## src/rtl/decode_stage_pkg.sv

```systemverilog
// Shared constants and types for the dCPU decode stage: opcodes, ALU codes,
// operand selects, halt FSM states and the decoded-field bundle.
package decode_stage_pkg;

   localparam logic ENABLE  = 1'b1;
   localparam logic DISABLE = 1'b0;

   localparam logic [6:0] OPC_LUI     = 7'b0110111;
   localparam logic [6:0] OPC_AUIPC   = 7'b0010111;
   localparam logic [6:0] OPC_JAL     = 7'b1101111;
   localparam logic [6:0] OPC_JALR    = 7'b1100111;
   localparam logic [6:0] OPC_BRANCH  = 7'b1100011;
   localparam logic [6:0] OPC_LOAD    = 7'b0000011;
   localparam logic [6:0] OPC_STORE   = 7'b0100011;
   localparam logic [6:0] OPC_OPIMM   = 7'b0010011;
   localparam logic [6:0] OPC_OP      = 7'b0110011;
   localparam logic [6:0] OPC_MISCMEM = 7'b0001111;
   localparam logic [6:0] OPC_SYSTEM  = 7'b1110011;

   localparam logic [31:0] IR_ECALL  = 32'h0000_0073;
   localparam logic [31:0] IR_EBREAK = 32'h0010_0073;

   typedef enum logic [5:0] {
      ALU_ADD = 6'd0, ALU_SUB, ALU_XOR, ALU_OR, ALU_AND, ALU_SLT, ALU_SLTU,
      ALU_SLL, ALU_SRL, ALU_SRA,
      ALU_MUL, ALU_MULH, ALU_MULHSU, ALU_MULHU, ALU_DIV, ALU_DIVU, ALU_REM, ALU_REMU,
      ALU_BEQ, ALU_BNE, ALU_BLT, ALU_BGE, ALU_BLTU, ALU_BGEU,
      ALU_LB, ALU_LH, ALU_LW, ALU_LBU, ALU_LHU,
      ALU_SB, ALU_SH, ALU_SW,
      ALU_JAL, ALU_JALR,
      ALU_NOP = 6'd63
   } alu_e;

   typedef enum logic [1:0] {
      OP_TYPE_NONE = 2'd0,
      OP_TYPE_REG  = 2'd1,
      OP_TYPE_IMM  = 2'd2,
      OP_TYPE_PC   = 2'd3
   } op_type_e;

   typedef enum logic [1:0] {
      ST_RUN       = 2'd0,
      ST_HALT_PEND = 2'd1,
      ST_HALTED    = 2'd2
   } state_e;

   typedef struct packed {
      logic [4:0]  srcreg1_num;
      logic [4:0]  srcreg2_num;
      logic [4:0]  dstreg_num;
      logic [31:0] imm;
      alu_e        alucode;
      op_type_e    aluop1_type;
      op_type_e    aluop2_type;
      logic        reg_we;
      logic        is_load;
      logic        is_store;
      logic        is_halt;
      logic        illegal;
   } dec_t;

   // funct3 mapping shared by OP and OP-IMM when funct7 selects the base ops
   function automatic alu_e base_alu(input logic [2:0] f3);
      case (f3)
         3'b000:  return ALU_ADD;
         3'b001:  return ALU_SLL;
         3'b010:  return ALU_SLT;
         3'b011:  return ALU_SLTU;
         3'b100:  return ALU_XOR;
         3'b101:  return ALU_SRL;
         3'b110:  return ALU_OR;
         default: return ALU_AND;
      endcase
   endfunction

   function automatic alu_e mext_alu(input logic [2:0] f3);
      case (f3)
         3'b000:  return ALU_MUL;
         3'b001:  return ALU_MULH;
         3'b010:  return ALU_MULHSU;
         3'b011:  return ALU_MULHU;
         3'b100:  return ALU_DIV;
         3'b101:  return ALU_DIVU;
         3'b110:  return ALU_REM;
         default: return ALU_REMU;
      endcase
   endfunction

endpackage

```

## src/rtl/decode_stage_if.sv

```systemverilog
// Fetch-side and execute-side handshake plus decoded-field bus of the decode stage.
interface decode_stage_if;
   import decode_stage_pkg::*;

   logic        in_valid;
   logic        in_ready;
   logic [31:0] in_ir;
   logic [31:0] in_pc;
   logic        out_valid;
   logic        out_ready;
   logic [31:0] out_pc;
   logic [4:0]  srcreg1_num;
   logic [4:0]  srcreg2_num;
   logic [4:0]  dstreg_num;
   logic [31:0] imm;
   alu_e        alucode;
   op_type_e    aluop1_type;
   op_type_e    aluop2_type;
   logic        reg_we;
   logic        is_load;
   logic        is_store;
   logic        is_halt;
   logic        illegal;

   // master: the surrounding pipeline (fetch drives in_*, execute drives out_ready)
   modport master (
      output in_valid, in_ir, in_pc, out_ready,
      input  in_ready, out_valid, out_pc, srcreg1_num, srcreg2_num, dstreg_num,
             imm, alucode, aluop1_type, aluop2_type, reg_we, is_load, is_store,
             is_halt, illegal
   );

   modport slave (
      input  in_valid, in_ir, in_pc, out_ready,
      output in_ready, out_valid, out_pc, srcreg1_num, srcreg2_num, dstreg_num,
             imm, alucode, aluop1_type, aluop2_type, reg_we, is_load, is_store,
             is_halt, illegal
   );
endinterface

```

## src/rtl/decode_stage_comb.sv

```systemverilog
// Purely combinational RV32I(/M) decoder: instruction word -> decoded fields.
module decode_comb
   import decode_stage_pkg::*;
#(
   parameter bit ENABLE_M = ENABLE
) (
   input  logic [31:0] i_ir,
   output dec_t        o_dec
);

   logic [6:0]  w_opc;
   logic [2:0]  w_f3;
   logic [6:0]  w_f7;
   logic [4:0]  w_rd;
   logic [4:0]  w_rs1;
   logic [4:0]  w_rs2;
   logic [31:0] w_imm_i;
   logic [31:0] w_imm_s;
   logic [31:0] w_imm_b;
   logic [31:0] w_imm_u;
   logic [31:0] w_imm_j;
   logic [31:0] w_shamt;
   logic        w_bad;

   assign w_opc   = i_ir[6:0];
   assign w_rd    = i_ir[11:7];
   assign w_f3    = i_ir[14:12];
   assign w_rs1   = i_ir[19:15];
   assign w_rs2   = i_ir[24:20];
   assign w_f7    = i_ir[31:25];
   assign w_imm_i = {{20{i_ir[31]}}, i_ir[31:20]};
   assign w_imm_s = {{20{i_ir[31]}}, i_ir[31:25], i_ir[11:7]};
   assign w_imm_b = {{19{i_ir[31]}}, i_ir[31], i_ir[7], i_ir[30:25], i_ir[11:8], 1'b0};
   assign w_imm_u = {i_ir[31:12], 12'b0};
   assign w_imm_j = {{11{i_ir[31]}}, i_ir[31], i_ir[19:12], i_ir[20], i_ir[30:21], 1'b0};
   assign w_shamt = {27'b0, i_ir[24:20]};

   always_comb begin
      o_dec         = '0;
      o_dec.alucode = ALU_NOP;
      w_bad         = 1'b0;

      case (w_opc)
         OPC_LUI: begin
            o_dec.dstreg_num  = w_rd;
            o_dec.imm         = w_imm_u;
            o_dec.alucode     = ALU_ADD;
            o_dec.aluop1_type = OP_TYPE_NONE;
            o_dec.aluop2_type = OP_TYPE_IMM;
            o_dec.reg_we      = 1'b1;
         end
         OPC_AUIPC: begin
            o_dec.dstreg_num  = w_rd;
            o_dec.imm         = w_imm_u;
            o_dec.alucode     = ALU_ADD;
            o_dec.aluop1_type = OP_TYPE_PC;
            o_dec.aluop2_type = OP_TYPE_IMM;
            o_dec.reg_we      = 1'b1;
         end
         OPC_JAL: begin
            o_dec.dstreg_num  = w_rd;
            o_dec.imm         = w_imm_j;
            o_dec.alucode     = ALU_JAL;
            o_dec.aluop1_type = OP_TYPE_PC;
            o_dec.aluop2_type = OP_TYPE_IMM;
            o_dec.reg_we      = 1'b1;
         end
         OPC_JALR: begin
            o_dec.srcreg1_num = w_rs1;
            o_dec.dstreg_num  = w_rd;
            o_dec.imm         = w_imm_i;
            o_dec.alucode     = ALU_JALR;
            o_dec.aluop1_type = OP_TYPE_REG;
            o_dec.aluop2_type = OP_TYPE_IMM;
            o_dec.reg_we      = 1'b1;
            w_bad             = (w_f3 != 3'b000);
         end
         OPC_BRANCH: begin
            o_dec.srcreg1_num = w_rs1;
            o_dec.srcreg2_num = w_rs2;
            o_dec.imm         = w_imm_b;
            o_dec.aluop1_type = OP_TYPE_PC;
            o_dec.aluop2_type = OP_TYPE_IMM;
            case (w_f3)
               3'b000:  o_dec.alucode = ALU_BEQ;
               3'b001:  o_dec.alucode = ALU_BNE;
               3'b100:  o_dec.alucode = ALU_BLT;
               3'b101:  o_dec.alucode = ALU_BGE;
               3'b110:  o_dec.alucode = ALU_BLTU;
               3'b111:  o_dec.alucode = ALU_BGEU;
               default: w_bad = 1'b1;
            endcase
         end
         OPC_LOAD: begin
            o_dec.srcreg1_num = w_rs1;
            o_dec.dstreg_num  = w_rd;
            o_dec.imm         = w_imm_i;
            o_dec.aluop1_type = OP_TYPE_REG;
            o_dec.aluop2_type = OP_TYPE_IMM;
            o_dec.reg_we      = 1'b1;
            o_dec.is_load     = 1'b1;
            case (w_f3)
               3'b000:  o_dec.alucode = ALU_LB;
               3'b001:  o_dec.alucode = ALU_LH;
               3'b010:  o_dec.alucode = ALU_LW;
               3'b100:  o_dec.alucode = ALU_LBU;
               3'b101:  o_dec.alucode = ALU_LHU;
               default: w_bad = 1'b1;
            endcase
         end
         OPC_STORE: begin
            o_dec.srcreg1_num = w_rs1;
            o_dec.srcreg2_num = w_rs2;
            o_dec.imm         = w_imm_s;
            o_dec.aluop1_type = OP_TYPE_REG;
            o_dec.aluop2_type = OP_TYPE_IMM;
            o_dec.is_store    = 1'b1;
            case (w_f3)
               3'b000:  o_dec.alucode = ALU_SB;
               3'b001:  o_dec.alucode = ALU_SH;
               3'b010:  o_dec.alucode = ALU_SW;
               default: w_bad = 1'b1;
            endcase
         end
         OPC_OPIMM: begin
            o_dec.srcreg1_num = w_rs1;
            o_dec.dstreg_num  = w_rd;
            o_dec.imm         = w_imm_i;
            o_dec.aluop1_type = OP_TYPE_REG;
            o_dec.aluop2_type = OP_TYPE_IMM;
            o_dec.reg_we      = 1'b1;
            o_dec.alucode     = base_alu(w_f3);
            // shifts carry a 5-bit shamt; the upper immediate bits must be a valid funct7
            if (w_f3 == 3'b001) begin
               o_dec.imm = w_shamt;
               w_bad     = (w_f7 != 7'b0000000);
            end else if (w_f3 == 3'b101) begin
               o_dec.imm = w_shamt;
               if (w_f7 == 7'b0100000) o_dec.alucode = ALU_SRA;
               else if (w_f7 != 7'b0000000) w_bad = 1'b1;
            end
         end
         OPC_OP: begin
            o_dec.srcreg1_num = w_rs1;
            o_dec.srcreg2_num = w_rs2;
            o_dec.dstreg_num  = w_rd;
            o_dec.aluop1_type = OP_TYPE_REG;
            o_dec.aluop2_type = OP_TYPE_REG;
            o_dec.reg_we      = 1'b1;
            case (w_f7)
               7'b0000000: o_dec.alucode = base_alu(w_f3);
               7'b0100000: begin
                  if (w_f3 == 3'b000)      o_dec.alucode = ALU_SUB;
                  else if (w_f3 == 3'b101) o_dec.alucode = ALU_SRA;
                  else                     w_bad = 1'b1;
               end
               7'b0000001: begin
                  if (ENABLE_M != DISABLE) o_dec.alucode = mext_alu(w_f3);
                  else                     w_bad = 1'b1;
               end
               default: w_bad = 1'b1;
            endcase
         end
         OPC_MISCMEM: w_bad = (w_f3 != 3'b000);
         OPC_SYSTEM: begin
            if ((i_ir == IR_ECALL) || (i_ir == IR_EBREAK)) o_dec.is_halt = 1'b1;
            else                                          w_bad = 1'b1;
         end
         default: w_bad = 1'b1;
      endcase

      if (w_bad) begin
         o_dec.illegal  = 1'b1;
         o_dec.alucode  = ALU_NOP;
         o_dec.reg_we   = 1'b0;
         o_dec.is_load  = 1'b0;
         o_dec.is_store = 1'b0;
      end
      if (o_dec.dstreg_num == 5'd0) o_dec.reg_we = 1'b0;
   end

endmodule

```

## src/rtl/decode_stage.sv

```systemverilog
// Registered decode stage: output register with valid/ready handshake,
// ECALL/EBREAK halt FSM and a saturating consumed-instruction counter.
module decode_stage
   import decode_stage_pkg::*;
#(
   parameter bit ENABLE_M = ENABLE,
   parameter int CNT_W    = 32
) (
   input  logic             clk,
   input  logic             rst_n,
   input  logic             flush,
   decode_stage_if.slave    bus,
   output logic             halted,
   output logic [CNT_W-1:0] decoded_count
);

   localparam logic [CNT_W-1:0] CNT_MAX = '1;
   localparam logic [CNT_W-1:0] CNT_ONE = {{(CNT_W-1){1'b0}}, 1'b1};

   state_e           r_state;
   state_e           w_state_nxt;
   logic             r_valid;
   dec_t             r_dec;
   logic [31:0]      r_pc;
   logic [CNT_W-1:0] r_count;
   dec_t             w_dec;
   logic             w_in_ready;
   logic             w_accept;
   logic             w_consume;

   decode_comb #(.ENABLE_M(ENABLE_M)) u_comb (
      .i_ir  (bus.in_ir),
      .o_dec (w_dec)
   );

   // no skid buffer: a new word is taken only when the held one leaves this cycle
   assign w_in_ready = (r_state == ST_RUN) && !flush && (!r_valid || bus.out_ready);
   assign w_accept   = bus.in_valid && w_in_ready;
   assign w_consume  = r_valid && bus.out_ready;

   always_ff @(posedge clk or negedge rst_n) begin
      if (!rst_n) r_state <= ST_RUN;
      else        r_state <= w_state_nxt;
   end

   always_comb begin
      w_state_nxt = r_state;
      case (r_state)
         ST_RUN:       if (w_accept && w_dec.is_halt) w_state_nxt = ST_HALT_PEND;
         ST_HALT_PEND: begin
            if (flush)          w_state_nxt = ST_RUN;
            else if (w_consume) w_state_nxt = ST_HALTED;
         end
         ST_HALTED:    w_state_nxt = ST_HALTED;
         default:      w_state_nxt = ST_RUN;
      endcase
   end

   // decode -> execute boundary
   always_ff @(posedge clk or negedge rst_n) begin
      if (!rst_n) begin
         r_valid <= 1'b0;
         r_dec   <= '0;
         r_pc    <= '0;
      end else if (flush) begin
         r_valid <= 1'b0;
      end else if (w_accept) begin
         r_valid <= 1'b1;
         r_dec   <= w_dec;
         r_pc    <= bus.in_pc;
      end else if (w_consume) begin
         r_valid <= 1'b0;
      end
   end

   // a consume that coincides with flush is discarded and not counted
   always_ff @(posedge clk or negedge rst_n) begin
      if (!rst_n) begin
         r_count <= '0;
      end else if (w_consume && !flush && (r_count != CNT_MAX)) begin
         r_count <= r_count + CNT_ONE;
      end
   end

   assign bus.in_ready    = w_in_ready;
   assign bus.out_valid   = r_valid;
   assign bus.out_pc      = r_pc;
   assign bus.srcreg1_num = r_dec.srcreg1_num;
   assign bus.srcreg2_num = r_dec.srcreg2_num;
   assign bus.dstreg_num  = r_dec.dstreg_num;
   assign bus.imm         = r_dec.imm;
   assign bus.alucode     = r_dec.alucode;
   assign bus.aluop1_type = r_dec.aluop1_type;
   assign bus.aluop2_type = r_dec.aluop2_type;
   assign bus.reg_we      = r_dec.reg_we;
   assign bus.is_load     = r_dec.is_load;
   assign bus.is_store    = r_dec.is_store;
   assign bus.is_halt     = r_dec.is_halt;
   assign bus.illegal     = r_dec.illegal;
   assign halted          = (r_state == ST_HALTED);
   assign decoded_count   = r_count;

endmodule
```

## src/flat_wrapper.sv

```systemverilog
// flat-port wrapper written by rule: the top's interface ports become plain ports
module decode_stage_flat import decode_stage_pkg::*;
#(
   parameter bit ENABLE_M = ENABLE,
   parameter int CNT_W    = 32
)
  (clk, rst_n, flush, halted, decoded_count, bus_in_valid, bus_in_ir, bus_in_pc, bus_out_ready, bus_in_ready, bus_out_valid, bus_out_pc, bus_srcreg1_num, bus_srcreg2_num, bus_dstreg_num, bus_imm, bus_alucode, bus_aluop1_type, bus_aluop2_type, bus_reg_we, bus_is_load, bus_is_store, bus_is_halt, bus_illegal);
  decode_stage_if bus_i ();
  input  logic clk;
  input  logic rst_n;
  input  logic flush;
  output logic halted;
  output logic [CNT_W-1:0] decoded_count;
  input wire logic [$bits(bus_i.in_valid)-1:0] bus_in_valid;
  input wire logic [$bits(bus_i.in_ir)-1:0] bus_in_ir;
  input wire logic [$bits(bus_i.in_pc)-1:0] bus_in_pc;
  input wire logic [$bits(bus_i.out_ready)-1:0] bus_out_ready;
  output wire logic [$bits(bus_i.in_ready)-1:0] bus_in_ready;
  output wire logic [$bits(bus_i.out_valid)-1:0] bus_out_valid;
  output wire logic [$bits(bus_i.out_pc)-1:0] bus_out_pc;
  output wire logic [$bits(bus_i.srcreg1_num)-1:0] bus_srcreg1_num;
  output wire logic [$bits(bus_i.srcreg2_num)-1:0] bus_srcreg2_num;
  output wire logic [$bits(bus_i.dstreg_num)-1:0] bus_dstreg_num;
  output wire logic [$bits(bus_i.imm)-1:0] bus_imm;
  output wire logic [$bits(bus_i.alucode)-1:0] bus_alucode;
  output wire logic [$bits(bus_i.aluop1_type)-1:0] bus_aluop1_type;
  output wire logic [$bits(bus_i.aluop2_type)-1:0] bus_aluop2_type;
  output wire logic [$bits(bus_i.reg_we)-1:0] bus_reg_we;
  output wire logic [$bits(bus_i.is_load)-1:0] bus_is_load;
  output wire logic [$bits(bus_i.is_store)-1:0] bus_is_store;
  output wire logic [$bits(bus_i.is_halt)-1:0] bus_is_halt;
  output wire logic [$bits(bus_i.illegal)-1:0] bus_illegal;
  assign bus_i.in_valid = bus_in_valid;
  assign bus_i.in_ir = bus_in_ir;
  assign bus_i.in_pc = bus_in_pc;
  assign bus_i.out_ready = bus_out_ready;
  assign bus_in_ready = bus_i.in_ready;
  assign bus_out_valid = bus_i.out_valid;
  assign bus_out_pc = bus_i.out_pc;
  assign bus_srcreg1_num = bus_i.srcreg1_num;
  assign bus_srcreg2_num = bus_i.srcreg2_num;
  assign bus_dstreg_num = bus_i.dstreg_num;
  assign bus_imm = bus_i.imm;
  assign bus_alucode = bus_i.alucode;
  assign bus_aluop1_type = bus_i.aluop1_type;
  assign bus_aluop2_type = bus_i.aluop2_type;
  assign bus_reg_we = bus_i.reg_we;
  assign bus_is_load = bus_i.is_load;
  assign bus_is_store = bus_i.is_store;
  assign bus_is_halt = bus_i.is_halt;
  assign bus_illegal = bus_i.illegal;
  decode_stage #(.ENABLE_M(ENABLE_M), .CNT_W(CNT_W)) u_core (.clk(clk), .rst_n(rst_n), .flush(flush), .bus(bus_i), .halted(halted), .decoded_count(decoded_count));
endmodule
```

## config.mk

```make
export PLATFORM = sky130hd
export DESIGN_NAME = decode_stage_flat
export DESIGN_NICKNAME = d
export VERILOG_FILES = /design/src/rtl/decode_stage_pkg.sv /design/src/rtl/decode_stage_if.sv /design/src/rtl/decode_stage_comb.sv /design/src/rtl/decode_stage.sv /design/src/flat_wrapper.sv
export SDC_FILE = /design/constraint.sdc
export NUM_CORES = 1
export LEC_CHECK = 0
export BUFFER_PORTS_ARGS = -buffer_cell sky130_fd_sc_hd__buf_2
export CORE_MARGIN = 8
export CORE_UTILIZATION = 50
export CTS_CLUSTER_DIAMETER = 200
export DETAILED_ROUTE_END_ITERATION = 7
export PLACE_DENSITY_LB_ADDON = 0.15
export SYNTH_ARGS = -nofsm -noshare
export SYNTH_HDL_FRONTEND = slang
export SYNTH_HIERARCHICAL = 1
export SYNTH_SLANG_ARGS = --single-unit
```

## constraint.sdc

```tcl
create_clock -name clk -period 1.9 [get_ports clk]
set_input_delay 0.38 -clock clk [delete_from_list [all_inputs] [get_ports clk]]
set_output_delay 0.38 -clock clk [all_outputs]
set_load 0.05 [all_outputs]
```

## Word level (Yosys, flattened, before mapping)

Cells that the tools add are included.

| storage, ports and cells | value |
|---|---|
| memories kept | 0 |
| bits in read-only memories | 0 |
| word-level logic and storage cells | 121 |
| latch bits | 0 |
| bits of input ports | 69 |
| bits in writable memories | 0 |
| output and inout bits | 129 |
| bits in registers | 129 |

| operators by class | value |
|---|---|
| muxes and demuxes | 45 |
| $mul | 0 |
| $lt $le $gt $ge | 0 |
| bitwise gates (word level) | 1 |
| divide/modulo/power cells | 0 |
| $add $sub $neg | 1 |
| shift operators | 0 |
| eq/ne operators | 27 |
| reductions and logical operators | 31 |

Operators with widths:

| kind | count |
|---|---|
| case mux 32 bit (6 select lines) | 1 |
| case mux 10 bit (9 select lines) | 1 |
| two-way mux 38 bit | 1 |
| case mux 6 bit (3 select lines) | 2 |
| case mux 6 bit (6 select lines) | 1 |
| case mux 5 bit (7 select lines) | 1 |
| adder 32 x 1 -> 32 bit, second input constant | 1 |
| equality test 32 x 21 -> 1 bit, second input constant | 1 |
| equality test 32 x 7 -> 1 bit, second input constant | 1 |
| two-way mux 32 bit | 1 |
| != test 32 bit, second input constant | 1 |
| case mux 6 bit (5 select lines) | 1 |
| equality test 7 x 6 -> 1 bit, second input constant | 4 |
| equality test 7 bit, second input constant | 4 |
| case mux 4 bit (7 select lines) | 1 |
| two-way mux 6 bit | 4 |
| two-way mux 1 bit | 20 |
| two-way mux 5 bit | 3 |
| equality test 7 x 5 -> 1 bit, second input constant | 2 |
| equality test 3 bit, second input constant | 4 |
| OR reduction 6 bit | 2 |
| OR reduction 3 bit | 3 |
| case mux 1 bit (8 select lines) | 1 |
| OR reduction 2 bit | 4 |
| 27 further kinds | 40 |

## Logic depth before layout (Yosys ltp)

| logic depth | value |
|---|---|
| depth in word-level cells | 8 |
| mapped depth | 11 |

## By module

Netlist, hierarchy kept.

Modules (own cells, without submodules):

| module | area each (um^2) | instances | cells each |
|---|---|---|---|
| decode_stage | 5,328.9 | 1 | 562 |
| decode_comb | 1,426.4 | 1 | 233 |

## Worst setup path after synthesis

Ideal clock, no wire load.

| timing path | value |
|---|---|
| path type | input to register |
| from | in bus_in_ir[13] |
| to | reg u_core.r_dec, in the netlist u_core/bus.illegal |
| arrival | 2,176 ps |
| data required time | 1,782 ps |
| path slack | -393 ps |
| setup time | 118 ps |
| cell stages on the path | 10 |
| cell sequence | clkbuf_2 -> or3_4 -> or4_4 -> nor4_4 -> a31oi_2 -> nor3_4 -> inv_1 -> buf_4 -> nand2_1 -> nand2_1 |

RTL lines:

| element | line | RTL |
|---|---|---|
| from (decl) | flat_wrapper.sv:15 | `input wire logic [$bits(bus_i.in_ir)-1:0] bus_in_ir;` |
| to (signal assigned) | decode_stage.sv:69 | `r_dec <= w_dec;` |
| to (decl) | decode_stage.sv:23 | `dec_t r_dec;` |

==> summary.txt <==
Run status
  – Status: finished with violations
  – Failing checks: setup timing

Die
  – Die Y: ~130 um
  – Die outline width: 132 um
  – Initial core utilization: between 50% and 60%
  – Core area: between 10000 and 15000 um2
  – Rows: 42
  – Die footprint: approximately 17000 um2
  – Num ports: roughly 200

Worst setup path
  – WS Path Type: in2reg
  – CP endpoint kind: flip-flop
  – Cells along the critical path: buf_6 -> or3_4 -> or4_4 -> nor4_4 -> a31oi_2 -> nor3_4 -> buf_6 -> o2111ai_2 -> nand2_1 -> nand2_1
  – Worst path required time: about 2.2 ns
  – Crit path max fanout: 5
  – Startpoint Class: primary input
  – Slowest CP cell: or4_4
  – WP data arrival: approximately 2.3 ns
  – R2r setup slk: between 0.1 and 0.15 ns
  – CP max stage delay: ~0.44 ns

STA
  – Setup-failing EPs final: 9
  – Clock skew: roughly 0.006 ns
  – Min Hold Slack: 0.160 ns
  – Final worst slack: -0.0951 ns
  – RSZ-0062 raised after global routing: yes
  – Slew HR: about two thirds
  – Fmax: roughly 500 MHz
  – Hold Vio Cnt, Final: 0
  – Min cycle time layout: ~2.0 ns
  – Slew @ Worst Pin: about 0.49 ns
  – Post-route clock period utilization: 105%
  – Slew Limit Fails: 0

Placed design
  – # port buffers: ~200
  – Setup Slack @ Placement: -0.527 ns
  – HPWL after DPL: between 15000 and 20000 um
  – Placer congestion estimate: 0.973
  – Placed cell count: roughly 1200
  – Cell area after placement: between 8000 and 9000 um2

Drt
  – Vias post-DR: between 6000 and 7000
  – Drt drc: 0
  – WL met1: ~9000 um
  – Initial DRC count: around 480
  – Drt pass-1 iters: 5
  – Vias per std cell: roughly 5.2
  – WL met3: approximately 1400 um
  – Met2 Wirelength: roughly 10000 um
  – DRT antenna net count: 0
  – Highest Signal Layer: met4
  – DR WL/cell: 16.5 um
  – Post-Route WL: 20700 um

Synthesis
  – Number of synthesized register bits: around 130
  – Cell Area, Synth: between 6000 and 7000 um2
  – Post-synthesis cell count: between 700 and 800
  – Syn_nets: around 870
  – Post-synth ARST share: 100%
  – Ys Warns: 6
  – Ys flop type: dfrtp_1
  – Post-synth cell types: about 70
  – Number of synthesized flops with an enable pin: 0
  – Mean cell area of the mapped netlist: 8.50 um2
  – Register area share after synthesis: 47.8%

Finish
  – Post-route cell area: 9280 um2
  – Post-layout util: ~70%
  – Area grow syn2layout: 37.3%
  – Ant diodes: 0
  – Share of cells above drive strength 1: a little over a third
  – Number of fill cells: around 1100
  – Final std cells w/o fill: approximately 1300
  – Net total in the final layout: approximately 1100

Power and ir drop
  – Leak: a little over 0.005 uW
  – P per Cell Area: approximately 900 nW/um2
  – Maximum VDD drop: between 0.0007 and 0.0008 V

Global routing
  – Total track usage: between 20% and 30%
  – Overflow after GRT: 0
  – Largest net degree at the start of global routing: 96
  – Vias in the first global route: roughly 6400
  – First-pass GRT wire length: roughly 33000 um
  – Initial antenna violation count: 0

Clock tree
  – TritonCTS Buffers: 17
  – CTS H-tree lvls: 4
  – Max Buffers Root-to-Sink: 2
  – Latest clock arrival within the worst-skew pair: between 0.4 and 0.5 ns
  – Sink Count: 129
  – Root buffer cell: clkbuf_16
  – Clock Pin Slew Worst Setup and Hold Paths: approximately 0.060 ns
  – CTS tree: done

Worst hold path
  – Hold Path Class: in2reg

Flow run
  – Max Cap Viol: 0
==> critical path, delay by kind of cell <==
kind / cells / cell delay (ns)
AOI/OAI and AO/OA: 2 / 0.26
buffers and inverters: 2 / 0.25
and+or+nand+nor: 6 / 1.39
==> cell families (layout without fill, tap and decap cells) <==
| logic type | Yosys count | after routing | synth area share, % |
|---|---|---|---|
| simple gates | 482 | 482 | 32.9 |
| flops | 129 | 129 | 47.8 |
| compound gates | 92 | 92 | 10.0 |
| buf+inv | 56 | 344 | 4.37 |
| xor+xnor | 30 | 30 | 3.89 |
| fa+ha+maj | 4 | 4 | 0.741 |
| mux | 2 | 2 | 0.315 |
==> synth_stat cells (3+ instances only) <==
cell type	n	area [um2]
clkbuf_1	17	63.8
o21a_1	3	22.5
a21o_1	21	158
buf_6	8	90.1
or2_2	5	31.3
o21ai_0	16	80.1
nand4_1	14	87.6
nand2_1	311	1170
o2111ai_1	3	26.3
and3_1	11	68.8
inv_1	12	45.0
a22o_1	5	43.8
and3b_1	3	26.3
nand2b_1	3	18.8
ha_1	4	50.1
nand3_1	23	115
o311ai_0	3	26.3
dfrtp_1	129	3230
xor2_1	7	61.3
buf_2	16	80.1
and2_1	25	156
nor2b_1	9	56.3
a21oi_1	15	75.1
nor3_1	12	60.1
nor2_1	35	131
a31oi_1	5	31.3
xnor2_1	23	201
or4_1	3	22.5
nor4_1	5	31.3
and4_1	3	26.3
==> metrics by stage <==
stage	TNS [ns]	power, uW
3_5_place_dp	-8.18	4860
3_3_place_gp	-7.55	4840
2_1_floorplan	-20.56	4260
6_report	-0.444	8120
4_1_cts	-0.242	8190
5_1_grt	-1.22	8440
==> flip-flops by register name (all words and copies together) (netlist names), 2 cells and up <==
| signal | count |
|---|---|
| u_core/decoded_count | 32 |
| u_core/bus.out_pc | 32 |
| u_core/bus.aluop1_type | 2 |
| u_core/bus.srcreg1_num | 5 |
| u_core/bus.srcreg2_num | 5 |
| u_core/bus.imm | 32 |
| u_core/bus.dstreg_num | 5 |
| u_core/bus.alucode | 6 |
| u_core/bus.aluop2_type | 2 |
| u_core/r_state | 2 |
==> layout make-up <==
class / instances / area, um2 / share of cell area [%]
multi-input cells: 610 / 3310 / 35.7
clock inverters: 9 / 130 / 1.40
flip-flops and latches: 129 / 3260 / 35.1
clock buffers: 23 / 468 / 5.04
repair buffers: 300 / 1840 / 19.9
well taps: 176 / 220 / 2.37
inverters: 12 / 45.0 / 0.486
==> per-layer routing <==
metal,vias to the layer above,track usage [%]
met4,0,5.99
met5,-,0
met3,22,6.75
li1,3191,-
met2,245,39.0
met1,3084,29.6
==> cell usage in the layout, fill, tap and decap left out, types with 4 or more instances in the layout <==
cell type,Yosys,layout
buf_2,16,193
xor2_1,7,7
nor2b_1,9,9
a21oi_1,15,14
a21o_1,21,21
a22o_1,5,5
clkbuf_1,17,4
nand2_1,311,304
nor2_1,35,35
dfrtp_2,0,23
buf_12,0,4
nand4_1,14,14
and2_1,25,23
nand3_2,2,6
buf_4,1,97
ha_1,4,4
inv_1,12,12
and3_1,11,11
xnor2_1,23,23
a31oi_1,5,5
dfrtp_1,129,106
or2_2,5,5
clkbuf_16,0,17
nand3_1,23,19
nand2_2,0,6
buf_6,8,4
o21ai_0,16,13
nor3_1,12,12
==> power breakdown <==
| group | total (uW) | internal [uW] | switching, uW |
|---|---|---|---|
| clock | 3290 | 2130 | 1160 |
| combinational | 1740 | 480 | 1260 |
| sequential | 3090 | 2950 | 137 |
| total | 8120 | 5560 | 2560 |
==> repair_timing <==
| item | in CTS | in global routing |
|---|---|---|
| pin swaps | 1 | 3 |
| setup endpoints to repair | 10 | 11 |
| hold buffers | 1 | 0 |
| hold endpoints to repair | 34 | 0 |
| buffers inserted | 1 | 3 |
| resized for setup | 7 | 9 |
==> worst paths after layout <==
path	startpoint	end	cells past startpoint
worst max-delay path	bus_in_ir[14]	u_core/bus.alucode[3]	10
worst min-delay path	bus_in_pc[31]	u_core/bus.out_pc[31]	3
worst max register to register	u_core/decoded_count[24]	u_core/decoded_count[20]	6
worst min register to register	u_core/bus.imm[29]	u_core/bus.imm[29]	2
max in group asynchronous	rst_n	u_core/decoded_count[6]	3
min in group asynchronous	rst_n	u_core/decoded_count[31]	2
Note: power is estimated with default switching activity, not from simulation.
